## src/rtl/prog_loader.sv

```systemverilog
// Byte-stream program loader: length header, little-endian payload words written to
// program memory, trailing 8-bit checksum. Optional read-back verify via PROG_LOADER_VERIFY_EN.
//
// state  | meaning
// IDLE   | waiting for start
// LEN    | collecting the 4-byte word count
// DATA   | collecting payload bytes of one word
// WRITE  | one-cycle memory write strobe
// VERIFY | read-back compare of the word just written (PROG_LOADER_VERIFY_EN only)
// CSUM   | waiting for the checksum byte
// DONE   | load finished, checksum good
// ERR    | load failed (length overflow, checksum or verify)
module prog_loader #(
    parameter int DATA_WIDTH = 32,
    parameter int ADDR_WIDTH = 27,
    parameter int BASE_ADDR  = 0
) (
    input  logic                  clk,
    input  logic                  reset,
    input  logic                  start,
    input  logic [7:0]            rx_data,
    input  logic                  rx_valid,
    output logic                  rx_ready,
    output logic [ADDR_WIDTH-1:0] mem_addr,
    output logic [DATA_WIDTH-1:0] mem_wdata,
    output logic                  mem_we,
    output logic                  busy,
    output logic                  done,
    output logic                  error,
    output logic [ADDR_WIDTH-1:0] word_count
`ifdef PROG_LOADER_VERIFY_EN
    ,
    input  logic [DATA_WIDTH-1:0] mem_rdata
`endif
);

    localparam int BPW   = DATA_WIDTH / 8;
    localparam int CNT_W = $clog2(BPW + 4);
    localparam logic [CNT_W-1:0] LAST_LEN  = CNT_W'(3);
    localparam logic [CNT_W-1:0] LAST_DATA = CNT_W'(BPW - 1);
    // Largest word count that still fits between BASE_ADDR and the top of memory.
    localparam logic [63:0] MAX_WORDS = (64'd1 << ADDR_WIDTH) - 64'(BASE_ADDR);

`ifdef PROG_LOADER_VERIFY_EN
    typedef enum logic [2:0] {
        S_IDLE, S_LEN, S_DATA, S_WRITE, S_VERIFY, S_CSUM, S_DONE, S_ERR
    } state_t;
`else
    typedef enum logic [2:0] {
        S_IDLE, S_LEN, S_DATA, S_WRITE, S_CSUM, S_DONE, S_ERR
    } state_t;
`endif

    state_t state, state_nx;

    logic [CNT_W-1:0]      byte_cnt;
    logic [31:0]           len_reg;
    logic [DATA_WIDTH-1:0] acc;
    logic [7:0]            csum;
    logic                  xfer;
    logic [31:0]           len_full;
    logic [DATA_WIDTH-1:0] word_full;
    logic                  count_reached;
`ifdef PROG_LOADER_VERIFY_EN
    logic                  last_word;
`endif

    assign xfer      = rx_valid & rx_ready;
    assign len_full  = {rx_data, len_reg[31:8]};
    // Bytes enter at the top and shift down, so the first byte ends in bits 7:0.
    assign word_full = (acc >> 8) | (DATA_WIDTH'(rx_data) << (DATA_WIDTH - 8));
    assign count_reached = (64'(word_count) + 64'd1) == 64'(len_reg);

    always_ff @(posedge clk) begin
        if (reset) begin
            state <= S_IDLE;
        end else begin
            state <= state_nx;
        end
    end

    always_comb begin
        state_nx = state;
        rx_ready = 1'b0;
        busy     = 1'b0;
        mem_we   = 1'b0;
        done     = 1'b0;
        error    = 1'b0;
        case (state)
            S_IDLE: begin
                if (start) state_nx = S_LEN;
            end
            S_LEN: begin
                rx_ready = 1'b1;
                busy     = 1'b1;
                if (xfer && byte_cnt == LAST_LEN) begin
                    if (len_full == 32'd0)
                        state_nx = S_CSUM;
                    else if (64'(len_full) > MAX_WORDS)
                        state_nx = S_ERR;
                    else
                        state_nx = S_DATA;
                end
            end
            S_DATA: begin
                rx_ready = 1'b1;
                busy     = 1'b1;
                if (xfer && byte_cnt == LAST_DATA) state_nx = S_WRITE;
            end
            S_WRITE: begin
                busy   = 1'b1;
                mem_we = 1'b1;
`ifdef PROG_LOADER_VERIFY_EN
                state_nx = S_VERIFY;
`else
                state_nx = count_reached ? S_CSUM : S_DATA;
`endif
            end
`ifdef PROG_LOADER_VERIFY_EN
            S_VERIFY: begin
                busy = 1'b1;
                if (mem_rdata != mem_wdata)
                    state_nx = S_ERR;
                else
                    state_nx = last_word ? S_CSUM : S_DATA;
            end
`endif
            S_CSUM: begin
                rx_ready = 1'b1;
                busy     = 1'b1;
                if (xfer) state_nx = (rx_data == csum) ? S_DONE : S_ERR;
            end
            S_DONE: begin
                done = 1'b1;
                if (start) state_nx = S_LEN;
            end
            S_ERR: begin
                error = 1'b1;
                if (start) state_nx = S_LEN;
            end
            default: state_nx = S_IDLE;
        endcase
    end

    always_ff @(posedge clk) begin
        if (reset) begin
            byte_cnt   <= '0;
            len_reg    <= '0;
            acc        <= '0;
            csum       <= '0;
            word_count <= '0;
            mem_addr   <= '0;
            mem_wdata  <= '0;
`ifdef PROG_LOADER_VERIFY_EN
            last_word  <= 1'b0;
`endif
        end else begin
            case (state)
                S_IDLE, S_DONE, S_ERR: begin
                    if (start) begin
                        byte_cnt   <= '0;
                        len_reg    <= '0;
                        acc        <= '0;
                        csum       <= '0;
                        word_count <= '0;
                    end
                end
                S_LEN: begin
                    if (xfer) begin
                        len_reg  <= len_full;
                        byte_cnt <= (byte_cnt == LAST_LEN) ? '0 : byte_cnt + CNT_W'(1);
                    end
                end
                S_DATA: begin
                    if (xfer) begin
                        acc  <= word_full;
                        csum <= csum + rx_data;
                        if (byte_cnt == LAST_DATA) begin
                            // Address and data are latched here so they hold after the strobe.
                            byte_cnt  <= '0;
                            mem_addr  <= ADDR_WIDTH'(BASE_ADDR) + word_count;
                            mem_wdata <= word_full;
                        end else begin
                            byte_cnt <= byte_cnt + CNT_W'(1);
                        end
                    end
                end
                S_WRITE: begin
                    word_count <= word_count + ADDR_WIDTH'(1);
`ifdef PROG_LOADER_VERIFY_EN
                    last_word  <= count_reached;
`endif
                end
                default: ;
            endcase
        end
    end

endmodule

```

## config.mk

```make
export PLATFORM = sky130hd
export DESIGN_NAME = prog_loader
export DESIGN_NICKNAME = d
export VERILOG_FILES = /design/src/rtl/prog_loader.sv
export SDC_FILE = /design/constraint.sdc
export NUM_CORES = 1
export LEC_CHECK = 0
export BUFFER_PORTS_ARGS = -buffer_cell sky130_fd_sc_hd__clkbuf_2
export CAP_MARGIN = 15
export CORE_MARGIN = 2
export CORE_UTILIZATION = 50
export CTS_CLUSTER_DIAMETER = 120
export CTS_CLUSTER_SIZE = 24
export DETAILED_ROUTE_END_ITERATION = 8
export PLACE_DENSITY = 0.79
export SYNTH_ARGS = -nofsm -noshare
export SYNTH_HDL_FRONTEND = slang
export SYNTH_SLANG_ARGS = --single-unit
```

## constraint.sdc

```tcl
create_clock -name clk -period 3.15 [get_ports clk]
set_clock_uncertainty 0.2 [all_clocks]
set_input_delay 0.7875 -clock clk [delete_from_list [all_inputs] [get_ports clk]]
set_output_delay 0.7875 -clock clk [all_outputs]
set_load 0.02 [all_outputs]
```

==> implementation parameters <==
Parameter                              Value

Status
  Status ... completed

Detailed routing
  Number of iterations in the first detailed-routing pass ... 5
  Wire length per cell ... 17.00 um
  Routed via count divided by cell count ... 5.923
  Number of design-rule violations left by the first detailed-router iteration ... 775
  Routed wire length ... 20640 um
  Total DRC errors in the routed layout ... 0
  Final ANT Viol Nets ... 0
  Via count ... 7190

Floorplanning
  IO Pins ... 103
  Die Area ... 0.01582 sq mm
  Die Span Y ... 125.8 um
  Die width ... 125.8 um
  Core footprint ... 0.01453 sq mm
  Number of rows in the core area ... 44
  Initial cell density of the core ... 51.02%

Clocking
  Root Buffer Master ... clkbuf_16
  Cells resized by post-CTS repair ... 0
  CTS clk-pin slew, worst paths ... 0.07 ns
  CTS H-tree lvls ... 4
  Sink Count ... 156
  Count of hold-fix buffers inserted at cts ... 0
  Clock latency on the worst-skew pair ... 0.44 ns
  Buffers inserted by post-CTS timing repair ... 0
  Inserted Clock Buffers ... 17
  Number of buffers on the longest clock path ... 2
  CTS tree ... done

STA
  Setup total negative slack ... 0 ns
  Achievable clock frequency ... 336.9 MHz
  RSZ-0062 raised after global routing ... no
  Minimum clock period after layout ... 2.968 ns
  Setup Viol. Count Final ... 0
  Least-Margin Pin Slew ... 0.9350 ns
  Final Hold Fails ... 0
  Final-report max-slew violation count ... 0
  Relative slew slack ... 37.67%
  Final clock period utilization by the worst path ... 94.24%

Final layout
  Cell Count, Final, Fillers Out ... 1214
  Layout overhead on the synthesized area ... 17.72%
  Proportion of layout cells with a drive suffix above 1 ... 19.03%
  Post-layout nets ... 1039
  Finished Cell Area ... 0.008730 sq mm
  Total inserted antenna cells ... 0

Critical path
  Critical Path Source Type ... flop
  Arrival time at the worst endpoint ... 1.98 ns
  Req. time, crit path ... 2.16 ns
  Crit path from ... state[1]$_SDFFE_PP0P_
  Reg-to-reg critical path startpoint ... word_count[0]$_SDFFE_PP0P_
  Worst-path maximum fanout ... 10
  Category of the worst setup path capture point ... primary output
  Register-to-Register Setup Slack ... 0.20 ns
  Critical path class ... flop to primary output

GRT
  Vias in the first global route ... 6658
  Pin count of the biggest net entering global routing ... 87
  Overflow after GRT ... 0
  Initial antenna violation count ... 0
  First-pass GRT wire length ... 34160 um
  Global-route total usage across every layer ... 26.56%

Yosys
  Biggest area consumer among synthesized cells ... dfxtp_1
  Primary FF master, synth ... dfxtp_1
  Synthesized area divided by synthesized cell count ... 7.931 sq um
  Sequential share of the synthesized area ... 42.11%
  Post-Synthesis Net Count ... 957
  Count of flip-flops with a built-in enable after synthesis ... 0
  Syn. warnings ... 0
  Register bit total from synthesis ... 156
  Syn Std Cell Area ... 0.007416 sq mm
  Area share of the largest cell type after synthesis ... 42.11%
  Share of flip-flops with an asynchronous set or reset after synthesis ... 0%
  Synth top area cells ... dfxtp_1 (42%), a21oi_1 (9.5%), nand2_1 (9.2%), nor2_1 (3.6%), xnor2_1 (3.2%)
  Count of different cell masters after synthesis ... 69
  Post-synthesis instance total ... 935

Power
  Largest vdd supply drop ... 0.0004891 V
  Total Power ... 5225 uW
  Pwr dens ... 598.5 mW/mm^2
  Leakage power figure ... 0.003340 uW

Worst hold path
  Min-delay src ... mem_addr[12]$_SDFFE_PP0P_
  Hold crit path type ... flop to flop

Place
  Placed wire-length estimate after detailed placement ... 13940 um
  Placer congestion estimate ... 0.9062
  Post-DP Area ... 0.008127 sq mm
  Number of I/O port buffers ... 102
  Placed cells ... 1182

Flow run
  Maxcap violations ... 0
==> Yosys cell counts, drive strengths merged, types with 3 or more instances <==
master	n
xnor2	27
a22oi	31
xor2	14
a21o	10
a21oi	141
or2	4
clkbuf	59
and3	5
and2	6
dfxtp	156
nand2b	8
nor4	13
and4	5
nand3b	3
buf	16
a211oi	4
or4	9
a31oi	7
or3	11
nor3	16
o21ai	30
ha	9
nor2b	7
nand4	12
nand3	43
o211ai	5
nor2	72
nand2	181
==> logic make-up after synthesis <==
family / count (synthesis) / synth area share, %
and+or+nand+nor: 404 / 26.86
AOI/OAI and AO/OA: 244 / 19.30
DFF: 156 / 42.11
buffers and inverters: 78 / 4.825
xor gates and xnor gates: 41 / 4.842
adders and majority gates: 10 / 1.788
muxes: 2 / 0.2700
==> per-stage QoR <==
stage | hold slack [ns] | utilization, % | setup WS, ns
floorplan | 0.2316 | - | 0.1189
global placement | 0.2419 | 55.91 | 0.1739
detailed placement | 0.2468 | 55.91 | 0.07936
CTS | 0.2567 | 60.00 | 0.1611
global route | 0.2761 | 60.06 | 0.03326
finish | 0.2535 | 60.06 | 0.1816
==> metal layers <==
layer | track usage, % | up-vias | part of all wire [%]
li1 | - | 3448 | -
met1 | 36.20 | 3408 | 44
met2 | 42.93 | 307 | 48
met3 | 5.268 | 27 | 7.4
met4 | 7.951 | 0 | 1.6
met5 | 0 | - | 0
==> cells in the final DEF (no fill, tap or decap), types with 5 or more instances in the layout <==
cell       instances
inv_8              5
nor4_1            10
xor2_1            14
a21oi_1          140
and2_1             5
buf_4             35
nor2b_1            7
nor3_1            12
a31oi_1            7
a21o_1            10
nor2_1            70
ha_1               9
o211ai_1           5
xnor2_1           27
inv_6              5
nand2_1          181
or4_1              9
dfxtp_1          155
nand4_1            9
clkbuf_16         17
clkbuf_2         101
or3_1             10
nand2b_1           8
a22oi_1           31
nand3_1           41
o21ai_0           28
==> worst max-delay path, cell delays in order, from the launching register on <==
cell and delay [ns]:
dfxtp_1 0.51, nor2b_1 0.45, nand2_1 0.21, clkinv_1 0.18, clkbuf_2 0.19
==> report_power, final <==
part	total (uW)	internal, uW	switching [uW]	leakage [uW]
Clock	2070	1130	940	0.000284
Combinational	1040	315	728	0.00180
Sequential	2110	2020	84.9	0.00126
Total	5220	3470	1750	0.00334
==> area by class of cell <==
| cell class | instances | area (sq um) |
|---|---|---|
| Clock inverter | 15 | 168.9 |
| Fill cell | 1305 | 5804 |
| Timing Repair Buffer | 138 | 808.3 |
| Tap cell | 184 | 230.2 |
| Inverter | 3 | 11.26 |
| Clock buffer | 17 | 425.4 |
| Multi-Input combinational cell | 701 | 3961 |
| Sequential cell | 156 | 3124 |
==> worst paths after layout <==
kind                                                   to  cells past startpoint
worst min-delay path            mem_addr[12]$_SDFFE_PP0P_                      2
worst max-delay path                               mem_we                      4
worst max register to register      state[1]$_SDFFE_PP0P_                      9
worst min register to register  mem_addr[12]$_SDFFE_PP0P_                      2
Power figures use the tool's default switching activity.
